File: config.mk
export PLATFORM = sky130hd
export DESIGN_NAME = lockstep_mem_gate
export DESIGN_NICKNAME = d
export VERILOG_FILES = /design/src/rtl/lockstep_pkg.sv /design/src/rtl/lockstep_req_cmp.sv /design/src/rtl/lockstep_mem_gate.sv
export SDC_FILE = /design/constraint.sdc
export NUM_CORES = 1
export LEC_CHECK = 0
export ABC_CLOCK_PERIOD_IN_PS = 5250
export BUFFER_PORTS_ARGS = -buffer_cell sky130_fd_sc_hd__buf_4
export CORE_AREA = 2 2 126 128
export DETAILED_ROUTE_END_ITERATION = 16
export DIE_AREA = 0 0 128 130
export PLACE_DENSITY = 0.71
export SLEW_MARGIN = 20
export SYNTH_ARGS = -nofsm -noshare
export SYNTH_HDL_FRONTEND = slang
export SYNTH_SLANG_ARGS = --single-unit
File: constraint.sdc
create_clock -name clk_i -period 5.25 [get_ports clk_i]
set_clock_uncertainty 0.1 [all_clocks]
set_input_delay 0.525 -clock clk_i [delete_from_list [all_inputs] [get_ports clk_i]]
set_output_delay 0.525 -clock clk_i [all_outputs]
set_load 0.05 [all_outputs]
File: src/rtl/lockstep_pkg.sv
// Shared types for the lockstep data-memory gate.
//   state_e        : gate FSM states
//   fault_cause_e  : encoding reported on fault_cause_o
//   mem_req_t      : one core-side (or memory-side) data request
//   be_to_mask     : expands byte enables into a per-bit data mask
// The request struct is sized by LS_ADDR_W / LS_DATA_W; instances of the
// gate are expected to use these widths for ADDR_W / DATA_W.
package lockstep_pkg;

  localparam int LS_ADDR_W = 32;
  localparam int LS_DATA_W = 32;
  localparam int LS_BE_W   = LS_DATA_W / 8;

  typedef enum logic [2:0] {
    IDLE,
    WAIT_PEER,
    ISSUE,
    RESP,
    FAULT
  } state_e;

  typedef enum logic [1:0] {
    NONE     = 2'b00,
    MISMATCH = 2'b01,
    TIMEOUT  = 2'b10
  } fault_cause_e;

  typedef struct packed {
    logic                 we;
    logic [LS_BE_W-1:0]   be;
    logic [LS_ADDR_W-1:0] addr;
    logic [LS_DATA_W-1:0] wdata;
  } mem_req_t;

  function automatic logic [LS_DATA_W-1:0] be_to_mask(input logic [LS_BE_W-1:0] be);
    logic [LS_DATA_W-1:0] m;
    m = '0;
    for (int i = 0; i < LS_BE_W; i++) begin
      m[8*i +: 8] = {8{be[i]}};
    end
    return m;
  endfunction

endpackage

File: src/rtl/lockstep_req_cmp.sv
// Combinational comparator for two lockstep data requests.
//   req_a, req_b : requests from core A and core B
//   match        : 1 when we, addr and be agree and, for writes, the write
//                  data agrees on every enabled byte
module lockstep_req_cmp
  import lockstep_pkg::*;
(
  input  mem_req_t req_a,
  input  mem_req_t req_b,
  output logic     match
);

  logic [LS_DATA_W-1:0] mask;
  logic                 ctrl_eq;
  logic                 data_eq;

  // be must already be equal for a match, so A's enables define the mask.
  always_comb begin
    mask    = be_to_mask(req_a.be);
    ctrl_eq = (req_a.we == req_b.we) && (req_a.addr == req_b.addr) &&
              (req_a.be == req_b.be);
    data_eq = ((req_a.wdata ^ req_b.wdata) & mask) == '0;
    match   = ctrl_eq && (!req_a.we || data_eq);
  end

endmodule

File: src/rtl/lockstep_mem_gate.sv
// Lockstep data-memory gate: merges the data ports of two lockstep cores
// into a single memory port. Both requests must agree before one memory
// transaction is issued; disagreement or excessive skew raises a sticky
// fault that blocks memory access until clear_fault_i.
//   a_* / b_*      : core-side request inputs and gnt/rvalid/rdata outputs
//   mem_*          : single memory-side port
//   clear_fault_i  : leave the FAULT state
//   fault_o        : sticky fault flag (high while in FAULT)
//   fault_cause_o  : 00 none, 01 mismatch, 10 timeout
//   mismatch_o     : one-cycle pulse on FAULT entry
//   err_count_o    : saturating count of FAULT entries (cleared by rst_i only)
module lockstep_mem_gate
  import lockstep_pkg::*;
#(
  parameter int ADDR_W    = LS_ADDR_W,
  parameter int DATA_W    = LS_DATA_W,
  parameter int SKEW_MAX  = 16,
  parameter int ERR_CNT_W = 8
) (
  input  logic                 clk_i,
  input  logic                 rst_i,

  input  logic                 a_req_i,
  input  logic                 a_we_i,
  input  logic [DATA_W/8-1:0]  a_be_i,
  input  logic [ADDR_W-1:0]    a_addr_i,
  input  logic [DATA_W-1:0]    a_wdata_i,
  output logic                 a_gnt_o,
  output logic                 a_rvalid_o,
  output logic [DATA_W-1:0]    a_rdata_o,

  input  logic                 b_req_i,
  input  logic                 b_we_i,
  input  logic [DATA_W/8-1:0]  b_be_i,
  input  logic [ADDR_W-1:0]    b_addr_i,
  input  logic [DATA_W-1:0]    b_wdata_i,
  output logic                 b_gnt_o,
  output logic                 b_rvalid_o,
  output logic [DATA_W-1:0]    b_rdata_o,

  output logic                 mem_req_o,
  output logic                 mem_we_o,
  output logic [DATA_W/8-1:0]  mem_be_o,
  output logic [ADDR_W-1:0]    mem_addr_o,
  output logic [DATA_W-1:0]    mem_wdata_o,
  input  logic                 mem_gnt_i,
  input  logic                 mem_rvalid_i,
  input  logic [DATA_W-1:0]    mem_rdata_i,

  input  logic                 clear_fault_i,
  output logic                 fault_o,
  output logic [1:0]           fault_cause_o,
  output logic                 mismatch_o,
  output logic [ERR_CNT_W-1:0] err_count_o
);

  localparam int SKEW_W = (SKEW_MAX > 2) ? $clog2(SKEW_MAX) : 1;

  function automatic logic [ERR_CNT_W-1:0] sat_inc(input logic [ERR_CNT_W-1:0] v);
    return (&v) ? v : v + 1'b1;
  endfunction

  state_e               state_q, state_d;
  fault_cause_e         cause_q, cause_d;
  mem_req_t             cap_q, cap_d;
  mem_req_t             a_req_s, b_req_s;
  logic [SKEW_W-1:0]    cnt_q, cnt_d, cnt_inc;
  logic                 wait_a_q, wait_a_d;
  logic                 mismatch_q;
  logic [ERR_CNT_W-1:0] err_q;
  logic                 match;
  logic                 peer_req;
  logic                 fault_entry;

  always_comb begin
    a_req_s.we    = a_we_i;
    a_req_s.be    = a_be_i;
    a_req_s.addr  = a_addr_i;
    a_req_s.wdata = a_wdata_i;
    b_req_s.we    = b_we_i;
    b_req_s.be    = b_be_i;
    b_req_s.addr  = b_addr_i;
    b_req_s.wdata = b_wdata_i;
  end

  lockstep_req_cmp u_cmp (
    .req_a (a_req_s),
    .req_b (b_req_s),
    .match (match)
  );

  // State and bookkeeping registers
  always_ff @(posedge clk_i) begin
    if (rst_i) begin
      state_q    <= IDLE;
      cause_q    <= NONE;
      cap_q      <= '0;
      cnt_q      <= '0;
      wait_a_q   <= 1'b0;
      mismatch_q <= 1'b0;
      err_q      <= '0;
    end else begin
      state_q    <= state_d;
      cause_q    <= cause_d;
      cap_q      <= cap_d;
      cnt_q      <= cnt_d;
      wait_a_q   <= wait_a_d;
      mismatch_q <= fault_entry;
      if (fault_entry) begin
        err_q <= sat_inc(err_q);
      end
    end
  end

  // Next-state logic
  always_comb begin
    state_d  = state_q;
    cause_d  = cause_q;
    cap_d    = cap_q;
    cnt_d    = cnt_q;
    wait_a_d = wait_a_q;
    // The request still outstanding is the one from the core not recorded.
    peer_req = wait_a_q ? b_req_i : a_req_i;
    // Timeout is judged on the incremented value so that the fault lands
    // SKEW_MAX cycles after the first lone request was seen.
    cnt_inc  = cnt_q + SKEW_W'(1);

    case (state_q)
      IDLE: begin
        if (a_req_i && b_req_i) begin
          if (match) begin
            cap_d   = a_req_s;
            state_d = ISSUE;
          end else begin
            cause_d = MISMATCH;
            state_d = FAULT;
          end
        end else if (a_req_i || b_req_i) begin
          wait_a_d = a_req_i;
          cnt_d    = '0;
          state_d  = WAIT_PEER;
        end
      end
      WAIT_PEER: begin
        cnt_d = cnt_inc;
        // A peer request arriving in the timeout cycle takes priority.
        if (peer_req) begin
          if (match) begin
            cap_d   = a_req_s;
            state_d = ISSUE;
          end else begin
            cause_d = MISMATCH;
            state_d = FAULT;
          end
        end else if (cnt_inc == SKEW_W'(SKEW_MAX - 1)) begin
          cause_d = TIMEOUT;
          state_d = FAULT;
        end
      end
      ISSUE: begin
        if (mem_gnt_i) begin
          state_d = RESP;
        end
      end
      RESP: begin
        if (mem_rvalid_i) begin
          state_d = IDLE;
        end
      end
      FAULT: begin
        if (clear_fault_i) begin
          cause_d = NONE;
          state_d = IDLE;
        end
      end
      default: state_d = IDLE;
    endcase

    fault_entry = (state_q != FAULT) && (state_d == FAULT);
  end

  // Output logic
  always_comb begin
    mem_req_o   = 1'b0;
    mem_we_o    = 1'b0;
    mem_be_o    = '0;
    mem_addr_o  = '0;
    mem_wdata_o = '0;
    a_gnt_o     = 1'b0;
    b_gnt_o     = 1'b0;
    a_rvalid_o  = 1'b0;
    b_rvalid_o  = 1'b0;
    a_rdata_o   = '0;
    b_rdata_o   = '0;

    if (state_q == ISSUE) begin
      mem_req_o   = 1'b1;
      mem_we_o    = cap_q.we;
      mem_be_o    = cap_q.be;
      mem_addr_o  = cap_q.addr;
      mem_wdata_o = cap_q.wdata;
      a_gnt_o     = mem_gnt_i;
      b_gnt_o     = mem_gnt_i;
    end

    // rdata is forced to zero whenever rvalid is low.
    if (state_q == RESP && mem_rvalid_i) begin
      a_rvalid_o = 1'b1;
      b_rvalid_o = 1'b1;
      a_rdata_o  = mem_rdata_i;
      b_rdata_o  = mem_rdata_i;
    end

    fault_o       = (state_q == FAULT);
    fault_cause_o = cause_q;
    mismatch_o    = mismatch_q;
    err_count_o   = err_q;
  end

endmodule

== Word-level counts from Yosys, hierarchy flattened ==
Cells that the tools add are included.

* Add/sub/neg operators: 2
* Equal/unequal tests: 16
* Mux-type cells: 31
* Bitwise operators: 4
* Reductions and logical operators: 19

{| class="wikitable"
|+ Operator list
! kind !! number
|-
| 69-bit 2-to-1 mux || 3
|-
| 69-bit case mux with 2 select lines || 1
|-
| 32-bit 2-to-1 mux || 3
|-
| 32-bit bitwise AND || 1
|-
| 32-bit equality test || 1
|-
| 32-bit zero test || 1
|-
| 32-bit bitwise XOR || 1
|-
| 3-bit 2-to-1 mux || 8
|-
| 3-bit case mux with 5 select lines || 1
|-
| 4-bit 2-to-1 mux || 3
|-
| 2-bit 2-to-1 mux || 5
|-
| 2-bit != test (second input constant) || 5
|-
| 3-bit AND reduction || 3
|-
| 8-bit by 1-bit adder with 8-bit output (second input constant) || 1
|-
| 4-bit case mux with 2 select lines || 1
|-
| 8-bit AND reduction || 1
|-
| 3-bit by 2-bit equality test with 1-bit output (second input constant) || 2
|-
| 3-bit equality test (second input constant) || 2
|-
| 1-bit logical AND || 6
|-
| 3-bit != test (second input constant) || 2
|-
| 2-bit case mux with 3 select lines || 1
|-
| 1-bit 2-to-1 mux || 5
|-
| 4-bit by 1-bit adder with 4-bit output (second input constant) || 1
|-
| 4-bit equality test || 1
|-
| 11 further kinds || 13
|}

* Bits in registers: 88
* Logic and storage cells: 82

== Longest topological paths before layout ==
* Word-level depth: 11
* Mapped depth: 10
* Depth with buffers taken out: 9

== Modules after synthesis ==
From an unflattened synthesis, not the netlist that was laid out.

* Cell total of the unflattened synthesis: 700
* Area total of the unflattened synthesis: 5348.9 µm²

{| class="wikitable"
|+ By module, submodules not included
! module !! times used !! cells an instance !! area an instance (µm²) !! sequential area each (µm²)
|-
| lockstep_mem_gate || 1 || 605 || 4574.4 || 1761.7
|-
| lockstep_req_cmp || 1 || 95 || 774.5 || 0.0
|}

== Worst setup path after synthesis ==
OpenSTA, ideal clock, no wires.

* Path type: register to output
* Start: register state_q[2]
* End: output port b_rdata_o[22]
* Arrival: 2239 ps
* Data required time: 4625 ps
* Setup slack: 2386 ps
* Stages on the path, launching flop included: 7
* Cell sequence: dfxtp_1 > buf_6 > nand2b_1 > nor2_1 > clkbuf_1 > and2_1 > buf_4

* Cells in the longest elaborated chain, start to end: 3

{| class="wikitable"
|+ Ends and longest elaborated chain
! what !! RTL line !! text
|-
| start: declaration || lockstep_mem_gate.sv:63 || <nowiki>state_e state_q, state_d;</nowiki>
|-
| start signal: assignment || lockstep_mem_gate.sv:103 || <nowiki>state_q <= state_d;</nowiki>
|-
| 3-bit by 2-bit equality test with 1-bit output || lockstep_mem_gate.sv:207 || <nowiki>if (state_q == RESP && mem_rvalid_i) begin</nowiki>
|-
| 1-bit logical AND || lockstep_mem_gate.sv:207 ||
|-
| 32-bit 2-to-1 mux || - ||
|-
| end: declaration || lockstep_mem_gate.sv:39 || <nowiki>output logic [DATA_W-1:0] b_rdata_o,</nowiki>
|}

Every way passes these cells.

== Worst setup path after layout ==
* Start: input port a_be_i[3]
* End: register cap_q[3] in the netlist's numbering

* Cells in the longest elaborated chain, start to end: 7
* Elaborated cells on any way between the ends: 10
* Those cells by class: 1 x eq/ne; 4 x mux; 1 x bitwise; 4 x reduce/logical

{| class="wikitable"
|+ Ends and longest elaborated chain
! what !! RTL line !! text
|-
| start: declaration || lockstep_mem_gate.sv:25 || <nowiki>input logic [DATA_W/8-1:0] a_be_i,</nowiki>
|-
| 32-bit bitwise AND || lockstep_req_cmp.sv:22 || <nowiki>data_eq = ((req_a.wdata ^ req_b.wdata) & mask) == '0;</nowiki>
|-
| 32-bit zero test || lockstep_req_cmp.sv:22 ||
|-
| 1-bit logical OR || lockstep_req_cmp.sv:23 || <nowiki>match = ctrl_eq && (!req_a.we || data_eq);</nowiki>
|-
| 1-bit logical AND (*) || lockstep_req_cmp.sv:23 ||
|-
| 69-bit 2-to-1 mux (*) || - ||
|-
| 69-bit 2-to-1 mux (on tied branches) || - ||
|-
| 69-bit case mux with 2 select lines (*) || - ||
|-
| end signal: assignment || lockstep_mem_gate.sv:105 || <nowiki>cap_q <= cap_d;</nowiki>
|-
| end: declaration || lockstep_mem_gate.sv:65 || <nowiki>mem_req_t cap_q, cap_d;</nowiki>
|}

Mark *: on every way between the ends. The rest lies on a longest branch, timed or not. The select of a mux whose other input is x is not followed.
A chain may end at the register's enable or synchronous reset.

==> results.sh <==
export IMPL_status="finished clean"
export IMPL_fillers=1517
export IMPL_post_dp_hpwl_um=13800
export IMPL_viasPerCell=4.61
export IMPL_synth_area_leader_cell="dfxtp_1"
export IMPL_min_to="cap_q[23]$_SDFFE_PP0P_"
export IMPL_globalRouteMet2Util_pct=34.2
export IMPL_postRouteAntennaNets=0
export IMPL_share_comb_of_total_power_pct=16.9
export IMPL_cts_setup_buffers=0
export IMPL_holdWs_ns=0.333
export IMPL_fin_crit_sh_pct=60.2
export IMPL_timing_rr_start="state_q[0]$_SDFF_PP0_"
export IMPL_cts_root_buffer="clkbuf_16"
export IMPL_core_area_sq_mm=0.0154
export IMPL_end_kind="register"
export IMPL_antenna_cells=0
export IMPL_hold_buffers=0
export IMPL_rows=46
export IMPL_rsz0062_at_grt="false"
export IMPL_async_flop_share_pct=0
export IMPL_grt_pass1_wl_um=24200
export IMPL_clockBufferDepth=2
export IMPL_initial_core_util_pct=33.9
export IMPL_nNetsFinal=1061
export IMPL_finalPower_mw=1.62
export IMPL_die_y_um=130
export IMPL_synth_area_sq_mm=0.00524
export IMPL_r2r_cells=6
export IMPL_holdPathStages=3
export IMPL_synth_area_per_cell_sq_um=8.68
export IMPL_numCtsBuffers=9
export IMPL_tightest_slew_ns=0.968
export IMPL_vdd_drop_max_mv=0.119
export IMPL_synthCells=603
export IMPL_cts_sinks=88
export IMPL_yosysTopAreaCellShare_pct=33.6
export IMPL_num_vias=4962
export IMPL_worstPathMaxFanout=51
export IMPL_power_switching_share_pct=25.0
export IMPL_totalWireLength_um=17200
export IMPL_clk_pin_slew_worst_paths_ns=0.06
export IMPL_holdCritStartpoint="a_wdata_i[23]"
export IMPL_powerDensity_mw_per_mm2=206
export IMPL_critPathLaunchType="primary input"
export IMPL_grtUsageMet3_pct=4.92
export IMPL_numPortBuffers=326
export IMPL_io_pins=327
export IMPL_setup_viol=0
export IMPL_period_minus_slack_ns=3.16
export IMPL_synth_fp_nets=785
export IMPL_max_clock_freq_mhz=316
export IMPL_switchingPower_uw=405
export IMPL_ys_ff_latch=88
export IMPL_synth_edf_count=0
export IMPL_required_ns=5.34
export IMPL_final_area_sq_mm=0.00786
export IMPL_ys_top_cells_by_count="102 x and2_1, 88 x dfxtp_1, 86 x nor2_1, 71 x mux2i_1, 41 x buf_4"
export IMPL_dr_pass1_iters=4
export IMPL_cts_resized=0
export IMPL_grt_busiest_layer="met2"
export IMPL_ys_seq_area_share_pct=33.6
export IMPL_path_class="in2reg"
export IMPL_grt_overflow=0
export IMPL_cts_tree="yes"
export IMPL_synthTopCellsByArea="dfxtp_1 34%, mux2i_1 14%, and2_1 12%, nor2_1 6.2%, xor2_1 6.0%"
export IMPL_rr_endpoint="cap_q[3]$_SDFFE_PP0P_"
export IMPL_seq_area_sq_mm=0.00176
export IMPL_grt_max_degree=92
export IMPL_clkPwrFrac_pct=40.5
export IMPL_wl_per_cell_um=15.9
export IMPL_maxSlewHeadroom_pct=35.4
export IMPL_routabilityCongestion=0.809
export IMPL_rrSetupSlack_ns=2.53
export IMPL_drive_gt1_share_pct=40.4
export IMPL_synth_cell_types=47
export IMPL_hp_class="in2reg"
export IMPL_drtIter0Drc=212
export IMPL_leakagePower_nw=3.56
export IMPL_grt_usage_pct=19.2
export IMPL_synth_warnings=0
export IMPL_cap_violations=0
export IMPL_dieArea_sq_mm=0.0166
export IMPL_use_met1_pct=22.6
export IMPL_internal_power_mw=1.21
export IMPL_die_x_um=128
export IMPL_setup_tns_ns=0
export IMPL_grt_pass1_vias=4479
export IMPL_multi_input_area_sq_mm=0.00305
export IMPL_antenna_found_initial=1
export IMPL_area_delta_synth_final_pct=50.1
export IMPL_yosysMostFrequentCell="and2_1"
export IMPL_finalMaxSlewViolations=0
export IMPL_seq_power_share_pct=42.6
export IMPL_synth_flop_cell="dfxtp_1"
export IMPL_drc_errors=0
export IMPL_hold_viol=0
export IMPL_clock_latency_ns=0.34
export IMPL_arrival_ns=3.25
export IMPL_postPlaceCellArea_sq_mm=0.00755
export IMPL_htreeDepth=3
## cell usage in the layout (no fill, tap or decap), types with 2 or more instances in the layout
cell / Yosys / final
nor3b_1: 3 / 3
ha_1: 5 / 5
nand2b_1: 3 / 3
nand2_1: 17 / 17
a311oi_1: 2 / 2
nand4_1: 11 / 11
and2_1: 102 / 102
a31oi_1: 2 / 2
xnor2_1: 35 / 35
and2b_1: 2 / 2
and3_1: 2 / 2
nor2_2: 2 / 3
nor2b_1: 4 / 3
clkbuf_8: 0 / 2
nand3_1: 6 / 6
mux2i_1: 71 / 71
mux2_4: 2 / 2
clkinv_2: 0 / 2
xor2_1: 36 / 36
clkbuf_16: 0 / 9
a21oi_1: 7 / 7
and3b_1: 2 / 2
o21ai_1: 2 / 2
nor4_1: 8 / 8
o21ai_0: 10 / 10
nor3_1: 4 / 4
dfxtp_1: 88 / 88
or3_1: 3 / 3
nor2_1: 86 / 84
clkinvlp_4: 0 / 2
inv_1: 8 / 8
buf_4: 41 / 329
## kinds of logic after synthesis
logic type	count (synthesis)	share of synthesized area [%]
xor+xnor	71	11.9
fa+ha+maj	5	1.19
simple gates	260	26.4
compound gates	34	4.33
flops	88	33.6
buf+inv	72	8.44
mux	73	14.1
## state kept, by name, indices dropped and copies added, names as in the netlist
register,count
cap_q,69
cnt_q,4
err_count_o,8
fault_cause_o,2
mismatch_o,1
state_q,3
wait_a_q,1
## stage by stage
| step | setup WS, ns | cells | util (%) |
|---|---|---|---|
| finish | 2.09 | 1076 | 51.0 |
| global route | 1.81 | 1076 | 51.0 |
| floorplan | 2.39 | 603 | - |
| CTS | 1.96 | 1076 | 51.0 |
| detailed placement | 1.59 | 1060 | 49.0 |
| global placement | 1.63 | 1060 | 49.0 |
## layout make-up
type	count	area share (%)
Multi-Input combinational cell	443	38.8
Timing Repair Buffer	329	31.4
Sequential cell	88	22.4
Clock buffer	11	3.22
Tap cell	192	3.06
Clock inverter	5	0.700
Inverter	8	0.382
## critical path, stage by stage
cell	delay (ns)
buf_4	0.13
xor2_1	0.16
nor4_1	0.51
nand3_1	0.18
nor3_2	0.32
nand2b_1	0.19
nor2b_4	0.14
buf_4	0.68
mux2i_1	0.27
nor2_1	0.06
## worst max path at each step
stage                          startpoint                      to  slack [ns]  depth (start not counted)
finish                          a_be_i[3]   cap_q[3]$_SDFFE_PP0P_        2.09                         10
global route                    a_be_i[3]   cap_q[2]$_SDFFE_PP0P_        1.81                         10
global placement                a_be_i[3]  cap_q[57]$_SDFFE_PP0P_        1.63                         10
detailed placement              a_be_i[3]   cap_q[3]$_SDFFE_PP0P_        1.59                         10
floorplan           state_q[2]$_SDFF_PP0_           b_rdata_o[22]        2.39                          6
CTS                             a_be_i[3]   cap_q[3]$_SDFFE_PP0P_        1.96                         10
## metal layers
layer	part of all wire [%]	up-vias
met3	7.1	19
met5	0.058	-
met2	51	198
met1	41	2234
li1	-	2509
met4	1.6	2
## power groups by stage
stage / registers [mW] / clock network, mW / logic (mW)
after floorplan: 0.716 / 0 / 0.109
after global placement: 0.705 / 0 / 0.273
after detailed placement: 0.705 / 0 / 0.275
after CTS: 0.690 / 0.676 / 0.276
after global routing: 0.692 / 0.697 / 0.297
final: 0.690 / 0.656 / 0.274
No activity file was read; power rests on OpenSTA's default activity.
